--- src/rtl/ctrl_pkg.sv ---
// Shared encodings for the multicycle ARMv4 controller: FSM states, instruction
// field codes and datapath select values.
package ctrl_pkg;

  typedef enum logic [3:0] {
    FETCH  = 4'd0,
    DECODE = 4'd1,
    MEMADR = 4'd2,
    MEMRD  = 4'd3,
    MEMWB  = 4'd4,
    MEMWR  = 4'd5,
    EXECR  = 4'd6,
    EXECI  = 4'd7,
    ALUWB  = 4'd8,
    BRANCH = 4'd9
  } state_t;

  localparam logic [1:0] OP_DP  = 2'b00;
  localparam logic [1:0] OP_MEM = 2'b01;
  localparam logic [1:0] OP_BR  = 2'b10;
  localparam logic [1:0] OP_UND = 2'b11;

  localparam logic [3:0] CMD_AND = 4'b0000;
  localparam logic [3:0] CMD_SUB = 4'b0010;
  localparam logic [3:0] CMD_ADD = 4'b0100;
  localparam logic [3:0] CMD_CMP = 4'b1010;
  localparam logic [3:0] CMD_ORR = 4'b1100;

  localparam logic [1:0] ALU_ADD = 2'b00;
  localparam logic [1:0] ALU_SUB = 2'b01;
  localparam logic [1:0] ALU_AND = 2'b10;
  localparam logic [1:0] ALU_ORR = 2'b11;

  localparam logic [1:0] SRCB_REG  = 2'b00;
  localparam logic [1:0] SRCB_IMM  = 2'b01;
  localparam logic [1:0] SRCB_FOUR = 2'b10;

  localparam logic [1:0] RES_ALUOUT    = 2'b00;
  localparam logic [1:0] RES_DATA      = 2'b01;
  localparam logic [1:0] RES_ALURESULT = 2'b10;

endpackage

--- src/rtl/alu_decoder.sv ---
// Data-processing cmd decode: ALU operation, raw flag-write intents, CMP
// writeback suppression and detection of commands this datapath cannot run.
module alu_decoder
  import ctrl_pkg::*;
(
  input  logic [3:0] cmd,
  input  logic       s,
  input  logic       exec,
  output logic [1:0] alu_control,
  output logic [1:0] flag_w,
  output logic       no_write,
  output logic       unsupported
);

  logic arith;

  always_comb begin
    alu_control = ALU_ADD;
    no_write    = 1'b0;
    unsupported = 1'b0;
    arith       = 1'b0;
    case (cmd)
      CMD_ADD: begin alu_control = ALU_ADD; arith = 1'b1; end
      CMD_SUB: begin alu_control = ALU_SUB; arith = 1'b1; end
      CMD_AND: alu_control = ALU_AND;
      CMD_ORR: alu_control = ALU_ORR;
      CMD_CMP: begin alu_control = ALU_SUB; arith = 1'b1; no_write = 1'b1; end
      default: unsupported = 1'b1;
    endcase
    // C/V only change for arithmetic ops; flags are written only while executing
    if (exec) begin
      flag_w = {s, s & arith};
    end else begin
      flag_w = 2'b00;
    end
  end

endmodule

--- src/rtl/multicycle_controller.sv ---
// Main sequencer for the multicycle ARMv4 datapath: Moore FSM, memory wait
// counter with timeout abort, and datapath select / write-intent decode.
module multicycle_controller
  import ctrl_pkg::*;
#(
  parameter int TIMEOUT_CYCLES = 15
) (
  input  logic       clk,
  input  logic       reset,
  input  logic [1:0] Op,
  input  logic [5:0] Funct,
  input  logic [3:0] Rd,
  input  logic       mem_ready,
  output logic       IRWrite,
  output logic       NextPC,
  output logic       AdrSrc,
  output logic       ALUSrcA,
  output logic [1:0] ALUSrcB,
  output logic [1:0] ResultSrc,
  output logic [1:0] ALUControl,
  output logic [1:0] ImmSrc,
  output logic [1:0] RegSrc,
  output logic       PCS,
  output logic       RegW,
  output logic       MemW,
  output logic       NoWrite,
  output logic [1:0] FlagW,
  output logic       illegal,
  output logic       mem_err,
  output logic [3:0] state
);

  localparam int CNT_W = (TIMEOUT_CYCLES > 0) ? $clog2(TIMEOUT_CYCLES + 1) : 1;
  localparam bit TIMEOUT_EN = (TIMEOUT_CYCLES > 0);
  localparam logic [CNT_W-1:0] CNT_LAST = TIMEOUT_EN ? CNT_W'(TIMEOUT_CYCLES - 1) : '0;
  localparam logic [CNT_W-1:0] CNT_MAX  = '1;

  state_t           cur_state;
  state_t           next_state;
  logic [CNT_W-1:0] wait_cnt;
  logic             waiting;
  logic             timeout;
  logic             branch;
  logic             exec;
  logic [1:0]       dec_alu;
  logic [1:0]       dec_flag_w;
  logic             dec_no_write;
  logic             dec_unsupported;

  alu_decoder u_alu_decoder (
    .cmd        (Funct[4:1]),
    .s          (Funct[0]),
    .exec       (exec),
    .alu_control(dec_alu),
    .flag_w     (dec_flag_w),
    .no_write   (dec_no_write),
    .unsupported(dec_unsupported)
  );

  assign exec    = (cur_state == EXECR) || (cur_state == EXECI);
  assign waiting = (cur_state == FETCH) || (cur_state == MEMRD) || (cur_state == MEMWR);
  assign timeout = TIMEOUT_EN && waiting && !mem_ready && (wait_cnt == CNT_LAST);
  assign state   = cur_state;
  assign ImmSrc  = Op;
  assign RegSrc  = {Op == OP_MEM, Op == OP_BR};

  always_ff @(posedge clk) begin
    if (!reset) begin
      cur_state <= FETCH;
    end else begin
      cur_state <= next_state;
    end
  end

  // Counts consecutive unanswered memory cycles; an abort restarts the count
  always_ff @(posedge clk) begin
    if (!reset) begin
      wait_cnt <= '0;
    end else if (mem_ready || mem_err || (next_state != cur_state)) begin
      wait_cnt <= '0;
    end else if (waiting && (wait_cnt != CNT_MAX)) begin
      wait_cnt <= wait_cnt + CNT_W'(1);
    end else begin
      wait_cnt <= wait_cnt;
    end
  end

  always_comb begin
    next_state = cur_state;
    IRWrite    = 1'b0;
    NextPC     = 1'b0;
    AdrSrc     = 1'b0;
    ALUSrcA    = 1'b1;
    ALUSrcB    = SRCB_FOUR;
    ResultSrc  = RES_ALURESULT;
    ALUControl = ALU_ADD;
    RegW       = 1'b0;
    MemW       = 1'b0;
    NoWrite    = 1'b0;
    FlagW      = 2'b00;
    branch     = 1'b0;
    illegal    = 1'b0;
    mem_err    = 1'b0;
    if (!reset) begin
      next_state = FETCH;
    end else begin
      case (cur_state)
        FETCH: begin
          if (mem_ready) begin
            IRWrite    = 1'b1;
            NextPC     = 1'b1;
            next_state = DECODE;
          end else if (timeout) begin
            mem_err    = 1'b1;
            next_state = FETCH;
          end else begin
            next_state = FETCH;
          end
        end
        DECODE: begin
          case (Op)
            OP_MEM: next_state = MEMADR;
            OP_BR:  next_state = BRANCH;
            OP_DP: begin
              if (dec_unsupported) begin
                illegal    = 1'b1;
                next_state = FETCH;
              end else begin
                next_state = Funct[5] ? EXECI : EXECR;
              end
            end
            default: begin
              illegal    = 1'b1;
              next_state = FETCH;
            end
          endcase
        end
        MEMADR: begin
          ALUSrcA    = 1'b0;
          ALUSrcB    = SRCB_IMM;
          next_state = Funct[0] ? MEMRD : MEMWR;
        end
        MEMRD: begin
          AdrSrc    = 1'b1;
          ResultSrc = RES_ALUOUT;
          if (mem_ready) begin
            next_state = MEMWB;
          end else if (timeout) begin
            mem_err    = 1'b1;
            next_state = FETCH;
          end else begin
            next_state = MEMRD;
          end
        end
        MEMWB: begin
          ResultSrc  = RES_DATA;
          RegW       = 1'b1;
          next_state = FETCH;
        end
        // The store stays asserted while waiting, but never in the abort cycle
        MEMWR: begin
          AdrSrc    = 1'b1;
          ResultSrc = RES_ALUOUT;
          if (mem_ready) begin
            MemW       = 1'b1;
            next_state = FETCH;
          end else if (timeout) begin
            mem_err    = 1'b1;
            next_state = FETCH;
          end else begin
            MemW       = 1'b1;
            next_state = MEMWR;
          end
        end
        EXECR, EXECI: begin
          ALUSrcA    = 1'b0;
          ALUSrcB    = (cur_state == EXECI) ? SRCB_IMM : SRCB_REG;
          ALUControl = dec_alu;
          FlagW      = dec_flag_w;
          NoWrite    = dec_no_write;
          next_state = ALUWB;
        end
        ALUWB: begin
          ResultSrc  = RES_ALUOUT;
          RegW       = 1'b1;
          NoWrite    = dec_no_write;
          next_state = FETCH;
        end
        BRANCH: begin
          ALUSrcA    = 1'b0;
          ALUSrcB    = SRCB_IMM;
          branch     = 1'b1;
          next_state = FETCH;
        end
        default: next_state = FETCH;
      endcase
    end
    PCS = branch | (RegW & (Rd == 4'hF));
  end

endmodule

--- config.mk ---
export PLATFORM = sky130hd
export DESIGN_NAME = multicycle_controller
export DESIGN_NICKNAME = d
export VERILOG_FILES = /design/src/rtl/ctrl_pkg.sv /design/src/rtl/alu_decoder.sv /design/src/rtl/multicycle_controller.sv
export SDC_FILE = /design/constraint.sdc
export NUM_CORES = 1
export LEC_CHECK = 0
export ABC_AREA = 1
export BUFFER_PORTS_ARGS = -buffer_cell sky130_fd_sc_hd__buf_4
export CORE_MARGIN = 1.5
export CORE_UTILIZATION = 49
export CTS_BUF_LIST = sky130_fd_sc_hd__clkbuf_8
export CTS_CLUSTER_DIAMETER = 50
export DETAILED_ROUTE_END_ITERATION = 7
export PLACE_DENSITY = 0.82
export RECOVER_POWER = 50
export SLEW_MARGIN = 30
export SYNTH_ARGS = -nofsm -noshare
export SYNTH_HDL_FRONTEND = slang
export SYNTH_SLANG_ARGS = --single-unit
--- constraint.sdc ---
create_clock -name clk -period 1.7 [get_ports clk]
set_input_delay 0.34 -clock clk [delete_from_list [all_inputs] [get_ports clk]]
set_output_delay 0.34 -clock clk [all_outputs]
set_load 0.02 [all_outputs]
* After elaboration in Yosys (flattened, before gate mapping)
Index checks and enable logic that the tools add are counted.
** Storage, ports and cells
- Bits in registers :: 8
- Word-level logic and storage cells :: 100
** Operators by class
- Reductions and logical operators :: 25
- Multiplexer cells :: 49
- Bitwise operators :: 4
- $add $sub $neg :: 1
- Equality and inequality tests :: 19
** Operator list (number)
- $mux 1 :: 29
- $eq 4x4->1 const B :: 6
- $pmux 4 s6 :: 1
- $eq 4x3->1 const B :: 5
- $mux 2 :: 8
- $mux 3 :: 5
- $reduce_or 2->1 :: 7
- $eq 4x2->1 const B :: 3
- $pmux 4 s3 :: 1
- $reduce_or 3->1 :: 4
- $logic_not 4->1 :: 2
- $pmux 2 s2 :: 2
- $pmux 2 s3 :: 1
- $logic_or 1x1->1 :: 5
- $reduce_or 5->1 :: 1
- $add 4x1->4 const B :: 1
- $eq 4x1->1 const B :: 1
- $mux 4 :: 1
- $ne 4x4->1 :: 1
- $ne 4x4->1 const B :: 1
- $reduce_or 4->1 :: 1
- $logic_and 1x1->1 :: 3
- $and 1x1->1 :: 2
- $eq 2x1->1 const B :: 1
- 6 further kinds :: 6

* Depth between registers and ports, before layout
- Depth after elaboration :: 12
- Mapped depth :: 13

* Modules after synthesis
A second synthesis with hierarchy kept.
** Unflattened totals
- Cell total of the unflattened synthesis :: 171
- Area total of the unflattened synthesis :: 1007.2 um^2
** Modules (own cells, without submodules)
- multicycle_controller :: instances 1, cells each 152, area an instance 918.4 um^2
- alu_decoder :: instances 1, cells each 19, area an instance 88.8 um^2

* Worst setup path before layout
OpenSTA, ideal clock, no wires.
- Path kind :: register to output
- From :: reg cur_state[3] (netlist: state[3])
- To :: out NextPC
- Stages on the path, launching flop included :: 5
- Path slack :: -0.170 ns
- Data required time :: 1.360 ns
- Arrival :: 1.530 ns
- Cells stage by stage :: dfxtp_1 > nor2_2 > nand2_2 > nor3_1 > buf_4
** Between the ends
- Longest elaborated chain between the ends :: 3
** Ends and longest elaborated chain
- start: declaration :: RTL line multicycle_controller.sv:38 : state_t cur_state;
- start signal: assignment :: RTL line multicycle_controller.sv:71 : cur_state <= next_state;
- $logic_not 4->1
- $mux 1 (2 in series)
- end: declaration :: RTL line multicycle_controller.sv:15 : output logic NextPC,
Every way passes these cells.

* Worst setup path in the final report
- From :: reg cur_state[0] (netlist: state[0])
- To :: reg wait_cnt[1]
** Between the ends
- Longest elaborated chain between the ends :: 12
** Ends and longest elaborated chain
- $eq 4x2->1 or $logic_not 4->1 (tied branches) :: RTL line multicycle_controller.sv:61, multicycle_controller.sv:107
- $logic_or 1x1->1 (2 in series) :: RTL line multicycle_controller.sv:61 : assign waiting = (cur_state == FETCH) || (cur_state == MEMRD) || (cur_state == MEMWR);
- $logic_and 1x1->1 (2 in series) :: RTL line multicycle_controller.sv:62 : assign timeout = TIMEOUT_EN && waiting && !mem_ready && (wait_cnt == CNT_LAST);
- $mux 3 (tied with other cells) :: RTL line multicycle_controller.sv:167 : end else if (timeout) begin
- $mux 3 (tied with other cells) :: RTL line multicycle_controller.sv:164 : if (mem_ready) begin
- $pmux 4 s6 or $mux 1 (tied branches)
- $mux 4 or $mux 1 (tied branches) :: RTL line multicycle_controller.sv:104 : if (!reset) begin
- $ne 4x4->1 or $logic_or 1x1->1 (tied branches) :: RTL line multicycle_controller.sv:79 : end else if (mem_ready || mem_err || (next_state != cur_state)) begin
- $logic_or 1x1->1 :: RTL line multicycle_controller.sv:79
- $reduce_or 2->1 (no line)
- end signal: assignment :: RTL line multicycle_controller.sv:82 : wait_cnt <= wait_cnt + CNT_W'(1);
- end signal: assignment :: RTL line multicycle_controller.sv:84 : wait_cnt <= wait_cnt;
- end: declaration :: RTL line multicycle_controller.sv:40 : logic [CNT_W-1:0] wait_cnt;
Parallel ways exist; a longest one is shown, timed or not.
A chain may end at the register's enable or synchronous reset.

==> results.md <==
* Status: complete, but fails checks
* Failing checks: setup timing
* Worst slack at placement at -0.0204 ns
* Gate Count Post-Synth at 160
* Die width at 46.7 um
* Clock power share at 28.4%
* Die H at 46.7 um
* Reg2reg start: state[0]
* Initial antenna violation count at 0
* Pwr Total at 0.823 mW
* Synthesis warning total at 0
* Cell area after synthesis at 935 um^2
* Clk sinks at 8
* Final ANT Viol Nets at 0
* Die ar. at 0.00218 mm^2
* DRC violations left at 0
* R2R Setup Slk at -0.13 ns
* Clk_skew at 0.000475 ns
* Final instance area at 0.00165 mm^2
* Mapped Nets at 182
* PD cells at 498 mW/mm^2
* Most common cell after layout, fill and taps aside: buf_4
* Mux contribution to synthesized area at 0%
* CTS tree: yes
* Crit path max fanout at 5
* Cell-internal power at 0.484 mW
* H-tree Lvls at 1
* Initial Util at 53.0%
* WL/cell at 19.7 um
* Root Driver: clkbuf_8
* Syn avg cell area at 5.84 um^2
* Period utilization at 108%
* DR iter-0 viols at 95
* Seq pwr share at 26.1%
* Switching share of power at 41.1%
* TritonCTS buffer count at 3
* Final slew viol count at 0
* CTS Hold Buffers Added at 0
* Worst Path Required at 1.85 ns
* R2r endpoint: wait_cnt[1]
* Min-Delay Startpoint: reset
* Hold/Removal Path Class: input pin to flop
* Hold path cells at 3
* Port bufs at 40
* CTS Buffer Depth at 2
* Worst-case reg-to-reg path depth at 10
* Clk slew on worst S/H paths at 0.04 ns
* Max cap viols at 0
* GPL Wtd Cong at 0.927
* Register area share after synthesis at 17.1%
* Total number of vias at 1421
* Hold slack final at 0.508 ns
* Adder-cell share of the synthesized area at 9.37%
* Vias in the first global route at 1030
* Core ar. at 0.00176 mm^2
* Comb pwr share at 45.5%
* Combinational family with the most area after synthesis: simple AND/OR/NAND/NOR gates
* Post-synth cell types at 25
* Nets at 234
* Arr. time, crit path at 1.99 ns
* Post-Route WL at 4620 um
* Max transition margin at 70.7%
* DR pass1 iterations at 5
* Worst Hold Path EP: state[1]
* Vias per cell at 6.05
* Gr usage total at 27.1%
* Final worst slack at -0.135 ns
* P&R area growth vs syn at 76.7%
* Fraction of layout cells with a size suffix above 1 at 64.8%
* Final setup fails at 17
* Worst skew pair latency at 0.23 ns
* Ports at 41
* Most frequent cells in the layout: buf_4, inv_1, nand2_2
* Placement Cell Area at 0.00128 mm^2
* Min cycle time layout at 1.83 ns
* Cell row count at 15
* Setup crit start kind: flop
* Post-synthesis sequential element count at 8
* CP endpoint kind: flop
* Final Hold Viols at 0
* Fmax at 545 MHz
* Leak at 0.831 nW
* Largest net degree at the start of global routing at 14
* ANT cells at 0
* Remaining global-route overflow at 0
* Compound-Gate Fraction of Synth Area at 8.57%
* Layout filler cell count at 60
* Worst-margin pin slew at 0.434 ns
* Critical path class: flop to flop
* Synth Area in XOR/XNOR at 2.81%
* Post-synthesis simple-gate area fraction at 43.9%
* DP HPWL at 1920 um
* Net Switching at 0.338 mW
* RSZ-0062 raised after global routing: yes
* First-pass GRT wire length at 4200 um
* Max VDD drop at 0.624 mV
* Final TNS setup at -1.35 ns
==> cell families (layout without fill, tap and decap cells) <==
logic type	count (synthesis)	in the layout
buffers and inverters	41	91
AOI/OAI and AO/OA	14	14
xor gates and xnor gates	3	3
and+or+nand+nor	87	87
adders and majority gates	7	7
DFF	8	8
==> sequential cells by signal, summed over array words and instances, names as in the netlist <==
register,count
wait_cnt,4
state,4
==> layer usage <==
layer | vias up | GRT usage (%) | part of all wire (%) | wire, um
li1 | 592 | - | - | -
met1 | 643 | 29.5 | 36 | 1680
met2 | 148 | 49.2 | 47 | 2190
met3 | 38 | 7.06 | 10 | 461
met4 | 0 | 11.1 | 6.3 | 291
met5 | - | 0 | 0 | 0
==> stage by stage <==
step / instances / utilization, %
after floorplan: 160 / -
after global placement: 224 / 72.5
after detailed placement: 224 / 72.5
after CTS: 227 / 79.0
after global routing: 235 / 93.6
final: 235 / 93.6
==> cells in the mapped netlist <==
cell / instances / area share, %
o21ai_0: 5 / 2.7
a21oi_1: 5 / 2.7
nand2_4: 1 / 1.2
o22ai_1: 1 / 0.67
a31oi_1: 1 / 0.67
nand2_1: 31 / 12
nor2_2: 3 / 2.0
nand3b_1: 1 / 0.80
o21ai_2: 1 / 0.94
ha_1: 7 / 9.4
nand3_2: 2 / 2.1
nand2_2: 4 / 2.7
nor4_1: 1 / 0.67
nor2_1: 24 / 9.6
dfxtp_1: 8 / 17
buf_2: 1 / 0.53
buf_4: 4 / 3.2
nor3_1: 8 / 4.3
xor2_1: 3 / 2.8
nand3_4: 1 / 1.9
inv_2: 1 / 0.40
inv_1: 35 / 14
nand3_1: 9 / 4.8
nand4_1: 2 / 1.3
o2111ai_1: 1 / 0.94
==> what timing repair did <==
item / in CTS / in global routing
resized for setup: 31 / 65
buffers inserted: 0 / 8
endpoints found under the setup margin: 21 / 18
pin swaps: 5 / 25
==> final cells by class <==
| type | instances | area (um^2) | share of cell area (%) |
|---|---|---|---|
| clock buffers | 3 | 41.3 | 2.50 |
| inverters | 36 | 140 | 8.48 |
| multi-input cells | 111 | 866 | 52.4 |
| flip-flops and latches | 8 | 179 | 10.8 |
| well taps | 25 | 31.3 | 1.89 |
| repair buffers | 52 | 394 | 23.9 |
==> how the worst max path moves through the flow <==
stage,end,slack (ns),cells past startpoint,from
3_3_place_gp,illegal,0.04,9,Funct[4]
3_5_place_dp,wait_cnt[2],-0.02,11,state[3]
6_report,wait_cnt[1],-0.13,10,state[0]
4_1_cts,ALUSrcB[0],-0.005,7,state[2]
5_1_grt,wait_cnt[3],-0.19,10,state[0]
2_1_floorplan,PCS,-0.10,6,state[2]
==> critical path, stage by stage, from the launching register on <==
cell	delay (ns)
dfxtp_4	0.40
inv_4	0.06
nor2_4	0.18
nand2_1	0.15
a21oi_1	0.28
nand2_1	0.11
nand3_2	0.10
nand2_1	0.09
nand2_2	0.10
nand3_4	0.10
nor3_2	0.19
==> power groups by stage <==
stage	combinational (mW)	sequential, mW	clock, mW
global placement	0.242	0.212	0
floorplan	0.159	0.217	0
finish	0.374	0.215	0.234
CTS	0.264	0.213	0.229
global route	0.390	0.215	0.242
detailed placement	0.247	0.213	0
(Power assumes the default switching activity.)
